==> src/rtl/car_mode_ctrl.sv <==
// car_mode_ctrl: decodes Zigbee command bytes into manual, line-tracking and timed auto-park drive outputs.
// Every output is registered from the post-command state and the inputs sampled on the same edge.
module car_mode_ctrl #(
    parameter int SPD_W       = 8,
    parameter int DIST_W      = 8,
    parameter int N_LINE      = 4,
    parameter int CENTER_DEG  = 95,
    parameter int MIN_DEG     = 30,
    parameter int MAX_DEG     = 150,
    parameter int STEER_GAIN  = 15,
    parameter int SLOW_DELTA  = 3,
    parameter int OBST_DIST   = 20,
    parameter int PARK_NEAR   = 35,
    parameter int PARK_STOP   = 9,
    parameter int FWD_CYCLES  = 68750000,
    parameter int HOLD_CYCLES = 20000000
) (
    input  logic              clk_50M,
    input  logic              rst,
    input  logic              cmd_valid,
    input  logic [7:0]        cmd_data,
    input  logic [N_LINE-1:0] line_sense,
    input  logic [DIST_W-1:0] fwd_dist,
    input  logic [DIST_W-1:0] back_dist,
    output logic [SPD_W-1:0]  speed,
    output logic [8:0]        degree,
    output logic              direction,
    output logic              beep_en,
    output logic [1:0]        mode,
    output logic [2:0]        park_state,
    output logic              hold
);
    typedef enum logic [2:0] {IDLE, REV_IN, FWD_ADJ, REV_FIN, DONE} park_t;
    localparam int TMR_W = $clog2(FWD_CYCLES + 1);
    localparam int HLD_W = $clog2(HOLD_CYCLES + 1);
    localparam logic [8:0] CTR = 9'(CENTER_DEG);

    park_t ps, n_ps;
    logic [TMR_W-1:0] tmr, n_tmr;
    logic [HLD_W-1:0] hold_cnt;
    logic [SPD_W-1:0] base, n_base, n_speed;
    logic [5:0] word, n_word;
    logic [1:0] n_mode;
    logic [8:0] n_degree;
    logic n_dir, n_beep, cmd, lost;
    int f, l, err, deg;

    function automatic logic [SPD_W-1:0] sat_add(input logic [SPD_W-1:0] a, input int b);
        logic [SPD_W:0] s;
        s = {1'b0, a} + (SPD_W + 1)'(b);
        return s[SPD_W] ? '1 : s[SPD_W-1:0];
    endfunction

    assign park_state = ps;

    // line error from the outermost black channels; steering saturates at the servo limits
    always_comb begin
        f = 0;
        l = 0;
        for (int i = N_LINE - 1; i >= 0; i--) f = line_sense[i] ? i : f;
        for (int i = 0; i < N_LINE; i++) l = line_sense[i] ? i : l;
        lost = line_sense == '0;
        err = f + l - (N_LINE - 1);
        deg = CENTER_DEG + err * STEER_GAIN;
        deg = deg < MIN_DEG ? MIN_DEG : deg > MAX_DEG ? MAX_DEG : deg;
    end

    // a command in the same cycle pre-empts any park step
    always_comb begin
        n_mode = mode;
        n_base = base;
        n_word = word;
        n_ps = ps;
        n_tmr = tmr;
        cmd = cmd_valid && !hold;
        if (cmd) begin
            if (cmd_data[7:6] == 2'b01)
                n_base = SPD_W'(cmd_data[5:0]);
            else begin
                n_mode = cmd_data[7:6];
                n_ps = cmd_data[7:6] == 2'b11 ? REV_IN : IDLE;
                n_tmr = '0;
                n_word = cmd_data[7:6] == 2'b00 ? cmd_data[5:0] : word;
            end
        end else if (mode == 2'b11) begin
            case (ps)
                REV_IN:  n_ps = back_dist < DIST_W'(PARK_NEAR) ? FWD_ADJ : REV_IN;
                FWD_ADJ: begin
                    n_ps = tmr == TMR_W'(FWD_CYCLES - 1) ? REV_FIN : FWD_ADJ;
                    n_tmr = tmr == TMR_W'(FWD_CYCLES - 1) ? '0 : tmr + 1'b1;
                end
                REV_FIN: n_ps = back_dist < DIST_W'(PARK_STOP) ? DONE : REV_FIN;
                default: ;
            endcase
        end
    end

    always_comb begin
        n_speed = '0;
        n_degree = CTR;
        n_dir = 1'b1;
        n_beep = 1'b0;
        case (n_mode)
            2'b00: begin
                n_degree = n_word[3:2] == 2'b01 ? 9'd30 : n_word[3:2] == 2'b10 ? 9'd90 : CTR;
                n_dir = n_word[1:0] != 2'b10;
                n_speed = ^n_word[1:0] && fwd_dist > DIST_W'(OBST_DIST) ? SPD_W'(35) : '0;
            end
            2'b10: if (!lost) begin
                n_degree = 9'(deg);
                n_speed = err == 0 ? n_base : n_base > SPD_W'(SLOW_DELTA) ? n_base - SPD_W'(SLOW_DELTA) : '0;
            end
            2'b11: case (n_ps)
                REV_IN:  {n_dir, n_degree, n_speed, n_beep} = {1'b0, 9'd120, sat_add(n_base, 8), 1'b1};
                FWD_ADJ: {n_dir, n_degree, n_speed, n_beep} = {1'b1, 9'd60, sat_add(n_base, 5), 1'b0};
                REV_FIN: {n_dir, n_degree, n_speed, n_beep} = {1'b0, CTR, sat_add(n_base, 5), 1'b1};
                default: ;
            endcase
            default: ;
        endcase
    end

    always_ff @(posedge clk_50M or posedge rst) begin
        if (rst) begin
            speed <= '0;
            degree <= CTR;
            direction <= 1'b1;
            beep_en <= 1'b0;
            mode <= 2'b00;
            ps <= IDLE;
            hold <= 1'b1;
            hold_cnt <= '0;
            base <= SPD_W'(15);
            word <= '0;
            tmr <= '0;
        end else if (hold) begin
            hold_cnt <= hold_cnt + 1'b1;
            hold <= hold_cnt != HLD_W'(HOLD_CYCLES - 1);
        end else begin
            mode <= n_mode;
            base <= n_base;
            word <= n_word;
            ps <= n_ps;
            tmr <= n_tmr;
            speed <= n_speed;
            degree <= n_degree;
            direction <= n_dir;
            beep_en <= n_beep;
        end
    end
endmodule

==> config.mk <==
export PLATFORM = sky130hd
export DESIGN_NAME = car_mode_ctrl
export DESIGN_NICKNAME = d
export VERILOG_FILES = /design/src/rtl/car_mode_ctrl.sv
export SDC_FILE = /design/constraint.sdc
export NUM_CORES = 1
export LEC_CHECK = 0
export CAP_MARGIN = 20
export CELL_PAD_IN_SITES_DETAIL_PLACEMENT = 1
export CELL_PAD_IN_SITES_GLOBAL_PLACEMENT = 1
export CORE_UTILIZATION = 45
export DETAILED_ROUTE_END_ITERATION = 10
export GPL_ROUTABILITY_DRIVEN = 1
export HOLD_SLACK_MARGIN = 0.03
export PLACE_DENSITY_LB_ADDON = 0.05
export SKIP_LAST_GASP = 1
export SYNTH_ARGS = -nofsm -noshare
export SYNTH_HDL_FRONTEND = slang
export SYNTH_SLANG_ARGS = --single-unit
==> constraint.sdc <==
create_clock -name clk_50M -period 3.5 [get_ports clk_50M]
set_input_delay 0.7 -clock clk_50M [delete_from_list [all_inputs] [get_ports clk_50M]]
set_output_delay 0.7 -clock clk_50M [all_outputs]
set_load 0.02 [all_outputs]
# Yosys cells after proc, flatten, opt, wreduce, memory -nomap -nowiden
# Index checks and enable logic that the tools add are counted.
# word_totals
ff_bits,89
in_bits,31
out_inout_bits,25
# op_classes
add_sub_neg,8
n_mul,1
n_lt_le_gt_ge,6
n_eq_ne,17
mux,47
bitwise_logic,1
reduce_logical,13
# ops
op,n
two-way mux 27 bit,5
two-way mux 8 bit,7
zero test 32 bit,1
"adder 27 x 1 -> 27 bit, second input constant",1
"== test 27 bit, second input constant",1
two-way mux 9 bit,3
case mux 9 bit (3 select lines),1
"adder 25 x 1 -> 25 bit, second input constant",1
"!= test 25 bit, second input constant",1
case mux 8 bit (3 select lines),1
two-way mux 2 bit,9
case mux 8 bit (2 select lines),1
two-way mux 3 bit,5
case mux 7 bit (2 select lines),1
"== test 3 x 2 -> 1 bit, second input constant",4
two-way mux 4 bit,3
"adder 8 x 9 -> 10 bit, first input constant",1
"== test 2 bit, second input constant",5
"> comparator 10 x 9 -> 1 bit, second input constant",1
"< comparator 10 x 6 -> 1 bit, second input constant",1
"adder 8 x 3 -> 9 bit, second input constant",1
"adder 8 x 4 -> 9 bit, second input constant",1
"multiplier 4 x 5 -> 9 bit, second input constant",1
case mux 3 bit (3 select lines),1
other kinds (23),36

# Depth between registers and ports, before layout
# Gate-level depths: netlist (run 1).
# logic_depth
ltp_word,13
depth_mapped,18

# Worst setup path after synthesis (run 1)
# OpenSTA, ideal clock, no wires.
# synth_path
path_kind,in2reg
start,in line_sense[2]
end,reg degree[6]
setup_time_ns,0.083
t_arrival_ns,3.808
path_slack_ns,-0.391
path_stages,18
path_buffers,0
path_cell_list,inv_1 > a21oi_1 > or2_2 > ha_1 > inv_1 > fa_1 > ha_1 > inv_1 > ha_1 > inv_1 > ha_1 > a21o_1 > ha_1 > a21oi_1 > o22ai_1 > o41ai_1 > a31oi_1 > o32a_1
# synth_via
elab_chain_cells,12
elab_cells_between_ends,16
cone_classes,add/sub (3); mul (1); order compare (2); mux (9); reduce/logical (1)
# synth_rtl
element,line,source
start: declaration,22,"input logic [N_LINE-1:0] line_sense,"
two-way mux 2 bit (3 in series),60,for (int i = N_LINE - 1; i >= 0; i--) f = line_sense[i] ? i : f;
adder 2 x 2 -> 3 bit,63,err = f + l - (N_LINE - 1);
subtractor 3 x 2 -> 4 bit,63,
multiplier 4 x 5 -> 9 bit,64,deg = CENTER_DEG + err * STEER_GAIN;
adder 8 x 9 -> 10 bit,64,
> comparator 10 x 9 -> 1 bit,65,deg = deg < MIN_DEG ? MIN_DEG : deg > MAX_DEG ? MAX_DEG : deg;
two-way mux 9 bit (2 in series),65,
two-way mux 9 bit *,109,2'b10: if (!lost) begin
case mux 9 bit (3 select lines) *,103,case (n_mode)
end signal: assignment,146,degree <= n_degree;
end: declaration,26,"output logic [8:0] degree,"
# Every way passes the cells marked *; elsewhere a longest branch is shown, timed or not.
# A chain may end at the register's enable or synchronous reset.

# Final worst setup path (run 1)
# Same ends and word-level chain as after synthesis.

==> results of run 1 <==
## layer usage
layer | up-vias | GRT usage
met3 | 12 | 0.0334
met2 | 73 | 0.475
li1 | 2427 | -
met1 | 2587 | 0.359
met5 | - | 0
met4 | 0 | 0.0719
## power breakdown
| group | internal [mW] | switching [mW] | leakage, nW |
|---|---|---|---|
| Combinational | 0.495 | 0.540 | 1.86 |
| Clock | 0.560 | 0.450 | 0.146 |
| Sequential | 1.12 | 0.0746 | 1.16 |
| Total | 2.17 | 1.06 | 3.17 |
## area by class of cell
| type | instances | area, um2 |
|---|---|---|
| timing repair buffer | 108 | 968 |
| multi-input combinational | 480 | 3410 |
| clock buffer | 9 | 225 |
| sequential | 88 | 2220 |
| clock inverter | 7 | 77.6 |
| fill | 1413 | 4920 |
| tap | 168 | 210 |
| inverter | 29 | 128 |
## critical path, cell delays in order
cell     delay [ns]
buf_12         0.11
inv_12         0.05
a21oi_4        0.04
or2_4          0.26
ha_4           0.16
inv_2          0.05
fa_2           0.47
ha_4           0.28
inv_4          0.06
ha_4           0.13
inv_4          0.04
ha_4           0.14
a21o_1         0.18
ha_4           0.26
a21oi_4        0.20
o22ai_4        0.11
o41ai_2        0.34
a31oi_1        0.07
o32a_1         0.28
## cells in the final DEF, fill, tap and decap left out, drive strengths merged, types with 6 or more instances in the layout
cell type | netlist | final
dfrtp | 76 | 76
nand2 | 63 | 63
buf | 12 | 55
clkdlybuf4s50 | 0 | 50
nor2 | 49 | 49
o21ai | 36 | 36
xnor2 | 32 | 32
inv | 29 | 30
nand3 | 28 | 28
a21oi | 28 | 28
xor2 | 25 | 25
ha | 25 | 25
nand4 | 18 | 18
mux2 | 15 | 15
nor3 | 15 | 15
and3 | 14 | 14
dfstp | 12 | 12
clkbuf | 8 | 11
nor4 | 10 | 10
and4 | 9 | 9
a31oi | 9 | 9
o31ai | 9 | 9
nand2b | 8 | 8
and2 | 7 | 7
o41ai | 6 | 6
## through the flow
step	setup WS [ns]	utilization
final	-0.169	0.595
after CTS	-0.0653	0.593
after detailed placement	-1.06	0.564
after global placement	-0.885	0.564
after floorplan	-0.217	-
after global routing	-0.262	0.595
## cells by family after synthesis
group / after synthesis
buffers and inverters: 49
xor gates and xnor gates: 57
adders and majority gates: 27
other: 1
muxes: 19
AOI/OAI and AO/OA: 125
and+or+nand+nor: 251
DFF: 88
## state kept, by name (all words and copies together) (netlist names)
name / cells
word: 4
tmr: 27
speed: 8
degree: 8
direction: 1
park_state: 3
base: 8
hold_cnt: 25
hold: 1
mode: 2
beep_en: 1
## worst paths after layout
kind                                       endpoint  slack (ns)  depth (start not counted)
setup reg to reg               speed[4]$_DFFE_PP0N_        0.59                         12
hold / removal             hold_cnt[11]$_DFFE_PP0P_        0.48                          1
hold reg to reg            hold_cnt[11]$_DFFE_PP0P_        0.48                          1
setup / recovery              degree[6]$_DFFE_PP1N_       -0.17                         19
min in group asynchronous  hold_cnt[22]$_DFFE_PP0P_        0.75                          2
max in group asynchronous     degree[4]$_DFFE_PP1N_        1.95                          3
## what timing repair did
action / in CTS / in global routing
resized for setup: 19 / 13
buffers inserted: 1 / 2
endpoints found under the setup margin: 5 / 4
pin swaps: 13 / 11
==> impl_metrics.tcl, run 1 <==
set metrics [dict create \
    run_status "finished, violations left" \
    violations "negative setup slack" \
    diodes 0 \
    antenna_found_initial 0 \
    place_inst 872 \
    synth_area_um2 5690 \
    synth_xor_xnor_area_share 0.0877 \
    yosysSeqAreaShare 0.389 \
    critical_path_class "input pin to flop" \
    synth-seq-cells 88 \
    slew-limit-headroom 0.486 \
    final_cells 889 \
    drtIter0Drc 226 \
    synth_top_cell_area_share 0.334 \
    finalSetupViolCount 2 \
    synthSimpleGateAreaFrac 0.242 \
    gr-total-overflow 0 \
    vias_per_cell 5.74 \
    firstDrtPassIters 4 \
    fin_crit_sh 1.05 \
    fmax_ghz 0.273 \
    drc 0 \
    power_density_nw_per_um2 447 \
    timing.final.crit_period_ns 3.67 \
    synth.area.top_cells "dfrtp_1 (33%), dfstp_2 (5.5%), ha_1 (5.5%), xnor2_1 (4.9%), nand2_1 (4.2%)" \
    synthAdderAreaFrac 0.0620 \
    drive_gt1_frac 0.194 \
    crit_fanout 3 \
    post-dp-hpwl_mm 12.5 \
    wl_met2_mm 8.30 \
    grtUsageTotal 0.273 \
    yosys.area.top_type "dfrtp_1" \
    setup_ws_ns -0.169 \
    cap_violations 0 \
    pin_count 56 \
    required_ns 3.77 \
    cts.htree.levels 3 \
    clk_path_buf_depth 2 \
    vias 5099 \
    fin_area_um2 7240 \
    synth.avg_cell_area_um2 9.23 \
    synth_ff_type "dfrtp_1" \
    min_from "hold_cnt[11]$_DFFE_PP0P_" \
    worstSetupStartpoint "line_sense[2]" \
    clk_pin_slew_worst_paths_ns 0.07 \
    synth.area.mux_share 0.0374 \
    slew_violations 0 \
    worstSkewPairLatency_ns 0.35 \
    cp-end-kind "flop" \
    tns_ns -0.255 \
    yosysUniqueCellTypes 77 \
    hold_path_class "flop to flop" \
    synth_edf_count 0 \
    drtAntennaViolNets 0 \
    start_util 0.468 \
    crit_path_start_kind "input pin" \
    highest_layer "met4" \
    numCtsBuffers 9 \
    synth_most_common_cell "dfrtp_1" \
    die_h_um 114 \
    ys_warn_count 0 \
    wl_met1_mm 7.79 \
    synthCells 617 \
    hold_viol 0 \
    wl_per_cell_um 18.9 \
    r2r_start "hold$_DFF_PP1_" \
    power.total_mw 3.24 \
    io_buffers 54 \
    synth-compound-area-share 0.144 \
    ir_drop_v 0.000287 \
    synthToLayoutAreaGrowth_pct 27.2 \
    grt_max_degree 41 \
    synthesis.nets 675 \
    die_w_um 114 \
    hold_ws_ns 0.480 \
    fin_nets 774 \
    wl_met3_um 521 \
    async_reset_ff_frac 1.00 \
    p_leak_nw 3.17 \
    clock_sinks 88 \
    critical_path_arrival_ns 3.94 \
    place.gp.congestion 0.890 \
    grt_pass1_wl_mm 28.0 \
    clock_tree.root_cell "clkbuf_16" \
    yosys-top-cells-count "dfrtp_1 (76), nand2_1 (63), nor2_1 (47), xnor2_1 (32), a21oi_1 (28)" \
    rsz0062_at_grt "true" \
    dpl-instance-area_um2 6860 \
    tightestPinTransition_ns 0.764 \
    cts_hold_buf 0 \
    synth_top_family_by_area "simple AND/OR/NAND/NOR gates" \
    cts_tree "yes" \
    wirelength_mm 16.8 \
    grt_pass1_vias 5461 \
    skew_ns 0.0102 \
    core_um2 12200 \
    row_count 40 \
    die-area_um2 13100 \
]
(Power assumes the default switching activity.)
==> inputs of run 2 (changes only) <==
CORE_MARGIN = 4   (was not set)
==> run 2 against run 1 <==
The flow now finishes without violations. Clock skew shrank 0.0054 ns. Final cell count shrank 0.34%. Register-to-register slack worse by 0.03 ns. Cell area shrank 1.0%. Critical path type unchanged. Critical endpoint unchanged. Highest routed layer unchanged.
==> impl_metrics.tcl, run 2 (same netlist as run 1, synthesis figures left out) <==
set metrics [dict create \
    run_status "complete, no violations" \
    synthToLayoutAreaGrowth_pct 25.9 \
    fin_crit_sh 0.972 \
    worstSkewPairLatency_ns 0.35 \
    crit_fanout 3 \
    power.total_mw 3.15 \
    cts_tree "yes" \
    wl_met3_um 718 \
    place.gp.congestion 0.856 \
    path_buf_inv 4 \
    critical_path_arrival_ns 3.68 \
    hold_path_class "flop to flop" \
    drtIter0Drc 313 \
    core_um2 12200 \
    wl_met2_mm 8.24 \
    cp-end-kind "flop" \
    rrSetupSlack_ns 0.56 \
    timing.final.crit_period_ns 3.40 \
    grt_pass1_vias 5483 \
    final_cell_mix "dfrtp_1 (76), nand2_1 (62), clkdlybuf4s50_1 (50), buf_4 (48), nor2_1 (47)" \
    slowest_delay_ns 0.47 \
    vias 5094 \
    crit_path_start_kind "input pin" \
    r2r_start "hold$_DFF_PP1_" \
    row_count 40 \
    p_leak_nw 3.14 \
    cp_num_cells 17 \
    wirelength_mm 16.7 \
    highest_layer "met4" \
    crit_path_top_delay_cell "fa_2" \
    min_from "hold_cnt[11]$_DFFE_PP0P_" \
    top_register "tmr" \
    wl_met1_mm 7.42 \
    power_density_nw_per_um2 440 \
    grt_pass1_wl_mm 28.0 \
    crit-reg2reg-capture "speed[6]$_DFFE_PP0N_" \
    grt_max_degree 55 \
    diodes 0 \
    gr-total-overflow 0 \
    required_ns 3.78 \
    cap_violations 0 \
    die_h_um 120 \
    drtAntennaViolNets 0 \
    drive_gt1_frac 0.188 \
    antenna_found_initial 0 \
    clk_pin_slew_worst_paths_ns 0.07 \
    wl_per_cell_um 18.9 \
    hold_depth 1 \
    reg_top3 "tmr: 27 flops, hold_cnt: 25 flops" \
    whs_endpoint "hold_cnt[11]$_DFFE_PP0P_" \
    clock_tree.root_cell "clkbuf_16" \
    largest_register_ffs 27 \
    numCtsBuffers 9 \
    die-area_um2 14500 \
    post-dp-hpwl_mm 12.4 \
    clk_path_buf_depth 2 \
    critPathTopFamily "adder cells" \
    fillers 1421 \
    rsz0062_at_grt "true" \
    vias_per_cell 5.75 \
    path_cells "clkdlybuf4s15_1 > or2_4 > ha_4 > inv_2 > fa_2 > ha_4 > inv_4 > ha_4 > inv_2 > ha_4 > a21o_1 > ha_4 > a21oi_4 > o22ai_2 > o41ai_2 > a31oi_1 > o32a_1" \
    cts.htree.levels 3 \
    pin_count 56 \
    fmax_ghz 0.294 \
    die_w_um 120 \
    finalSetupViolCount 0 \
    start_util 0.466 \
    utilization 0.587 \
    worstSetupStartpoint "line_sense[0]" \
    firstDrtPassIters 4 \
    cp_common_cell "ha_4" \
    reg2regPathDepth 13 \
    slew-limit-headroom 0.511 \
    skew_ns 0.00479 \
    hold_viol 0 \
    grtUsageTotal 0.239 \
    fin_nets 771 \
    clock_sinks 88 \
    ir_drop_v 0.000220 \
    critical_path_class "input pin to flop" \
    drc 0 \
    tightestPinTransition_ns 0.727 \
    slew_violations 0 \
    io_buffers 54 \
    tns_ns 0 \
    layout_commonest_cell "dfrtp_1" \
]
[run 2: worst max-delay path by stage]
stage	slack [ns]	to
floorplan	-0.22	degree[6]$_DFFE_PP1N_
global placement	-0.88	degree[6]$_DFFE_PP1N_
detailed placement	-1.0	degree[6]$_DFFE_PP1N_
CTS	0.004	degree[6]$_DFFE_PP1N_
global route	-0.06	degree[6]$_DFFE_PP1N_
finish	0.1	degree[6]$_DFFE_PP1N_
[run 2: layout make-up]
| type | instances | area, um2 | share of cell area |
|---|---|---|---|
| clock buffer | 10 | 239 | 0.0333 |
| clock inverter | 6 | 48.8 | 0.00681 |
| inverter | 29 | 125 | 0.0175 |
| multi-input combinational | 480 | 3380 | 0.472 |
| sequential | 88 | 2220 | 0.309 |
| tap | 168 | 210 | 0.0293 |
| timing repair buffer | 105 | 943 | 0.132 |
[run 2: what timing repair did]
item,4_1_cts,5_1_grt
setup buffers,0,2
gates resized for setup,17,3
hold buffers,0,0
endpoints found under the setup margin,7,3
pin swaps,13,2
[run 2: per-stage QoR]
| step | std cells | hold WS [ns] | setup WS (ns) | instance area [um2] |
|---|---|---|---|---|
| 3_5_place_dp | 869 | 0.467 | -0.995 | 6850 |
| 4_1_cts | 885 | 0.474 | 0.00436 | 7170 |
| 5_1_grt | 886 | 0.506 | -0.0554 | 7170 |
| 3_3_place_gp | 869 | 0.459 | -0.878 | 6850 |
| 2_1_floorplan | 617 | 0.437 | -0.217 | 5800 |
| 6_report | 886 | 0.472 | 0.0985 | 7170 |
[run 2: worst register-to-register path: stages, from the launching register on]
cell and delay (ns):
dfstp_2 0.70, and4bb_4 0.30, buf_4 0.18, nand2_1 0.09, nand2_1 0.08, ha_1 0.27, buf_4 0.17, a21oi_1 0.13
buf_4 0.16, buf_4 0.10, a21boi_0 0.25, xor2_1 0.23, nand3_1 0.12, nand3_1 0.09
[run 2: layer usage]
metal,GRT usage,vias up
met2,0.412,107
met1,0.303,2533
li1,-,2427
met4,0.0871,0
met3,0.0384,27
met5,0,-
[run 2: power breakdown]
part | switching, mW | internal (mW) | total, mW
clock network | 0.444 | 0.511 | 0.955
registers | 0.0722 | 1.12 | 1.19
logic | 0.530 | 0.476 | 1.01
==> inputs of run 3 (changes only) <==
DONT_BUFFER_PORTS = 1   (was not set)
==> run 3 against run 2 <==
Global-route usage shrank 1.9 points. Sequential share of layout area grew 4.0 points. Cell area shrank 12%. Critical endpoint unchanged. Routed wire length shrank 9.1%. Final cell count shrank 9.8%. Clock skew grew 0.0017 ns. Highest routed layer unchanged.
==> impl_metrics.tcl, run 3 (same netlist as run 1, synthesis figures left out) <==
set metrics [dict create \
    path_buf_inv 4 \
    dpl-instance-area_um2 6060 \
    hold_path_class "input pin to asynchronous set/reset pin" \
    cts_setup_buffers 0 \
    cts_hold_buf 0 \
    skew_ns 0.00652 \
    vias 4674 \
    core_um2 12200 \
    tightestPinTransition_ns 0.695 \
    place.gp.congestion 0.849 \
    gr-total-overflow 0 \
    cp_common_cell "ha_4" \
    finalSetupViolCount 0 \
    reg_top3 "tmr: 27 flops, hold_cnt: 25 flops" \
    drtIter0Drc 227 \
    synthToLayoutAreaGrowth_pct 11.3 \
    row_count 40 \
    critical_path_class "input pin to flop" \
    die_w_um 120 \
    firstDrtPassIters 5 \
    diodes 0 \
    hold_viol 0 \
    layout_commonest_cell "dfrtp_1" \
    clk_pin_slew_worst_paths_ns 0.07 \
    die_h_um 120 \
    die-area_um2 14500 \
    final_cell_mix "dfrtp_1 (76), nand2_1 (63), nor2_1 (47), xnor2_1 (32), nand3_1 (27)" \
    cp-end-kind "flop" \
    cap_violations 0 \
    post-dp-hpwl_mm 11.3 \
    slew-limit-headroom 0.532 \
    grt_pass1_wl_mm 25.6 \
    clock_sinks 88 \
    io_buffers 0 \
    grt_max_degree 89 \
    run_status "complete, no violations" \
    critPathTopFamily "adder cells" \
    crit_fanout 4 \
    wirelength_mm 15.2 \
    largest_register_ffs 27 \
    grtUsageTotal 0.220 \
    utilization 0.519 \
    rsz0062_at_grt "false" \
    drc 0 \
    start_util 0.466 \
    crit_path_top_delay_cell "fa_2" \
    cts.htree.levels 3 \
    wl_per_cell_um 19.0 \
    slowest_delay_ns 0.46 \
    pin_count 56 \
    ir_drop_v 0.000317 \
    path_cells "inv_12 > a21oi_2 > or2_4 > ha_4 > inv_2 > fa_2 > ha_4 > inv_4 > ha_4 > inv_2 > ha_4 > a21o_1 > ha_4 > a21oi_2 > o22ai_1 > o41ai_1 > a31oi_1 > o32a_1" \
    worstSkewPairLatency_ns 0.35 \
    required_ns 3.78 \
    cts_tree "yes" \
    power_density_nw_per_um2 452 \
    clock_tree.root_cell "clkbuf_16" \
    crit_path_start_kind "input pin" \
    vias_per_cell 5.85 \
    fmax_ghz 0.299 \
    antenna_found_initial 0 \
    timing.final.crit_period_ns 3.35 \
    ctsResizeCount 0 \
    clk_path_buf_depth 2 \
    top_register "tmr" \
    grt_pass1_vias 4873 \
    drtAntennaViolNets 0 \
    critical_path_arrival_ns 3.62 \
    slew_violations 0 \
    fin_crit_sh 0.957 \
    drive_gt1_frac 0.152 \
    fin_nets 684 \
    numCtsBuffers 9 \
    fin_area_um2 6340 \
    p_leak_nw 2.76 \
]
-- run 3: per-stage QoR --
stage	setup WS (ns)	power, mW	TNS [ns]	hold WS [ns]	std cells
5_1_grt	0.0334	3.03	0	0.379	799
3_5_place_dp	-0.343	1.95	-0.498	0.462	783
4_1_cts	0.0379	2.89	0	0.357	799
2_1_floorplan	-0.217	1.77	-0.217	0.437	617
6_report	0.151	2.86	0	0.346	799
3_3_place_gp	-0.255	1.93	-0.358	0.452	783
-- run 3: cell type report --
class                   count  area, um2
fillers                  1433       5870
clock inverters             7       53.8
well taps                 168        210
flip-flops and latches     88       2220
repair buffers             18        148
multi-input cells         480       3360
inverters                  29        125
clock buffers               9        225
-- run 3: final timing paths --
| check | from | slack, ns | end | cells past startpoint |
|---|---|---|---|---|
| min | rst | 0.35 | tmr[18]$_DFFE_PP0P_ | 2 |
| min in group clk_50M | cmd_valid | 0.45 | park_state[1]$_DFFE_PP0N_ | 1 |
| max | line_sense[2] | 0.15 | degree[6]$_DFFE_PP1N_ | 18 |
| max in group asynchronous | rst | 2.78 | base[2]$_DFFE_PP1N_ | 2 |
| min reg2reg | hold_cnt[11]$_DFFE_PP0P_ | 0.47 | hold_cnt[11]$_DFFE_PP0P_ | 1 |
| max reg2reg | hold$_DFF_PP1_ | 0.49 | speed[4]$_DFFE_PP0N_ | 9 |
-- run 3: per-layer routing --
metal,vias to the layer above,GRT usage,part of all wire
li1,2246,-,-
met5,-,0,0
met2,91,0.342,0.46
met3,19,0.0388,0.046
met1,2318,0.309,0.48
met4,0,0.0772,0.019
-- run 3: where the power goes --
part | internal (mW) | switching, mW
Sequential | 1.12 | 0.145
Combinational | 0.288 | 0.383
Clock | 0.488 | 0.440
Total | 1.89 | 0.969
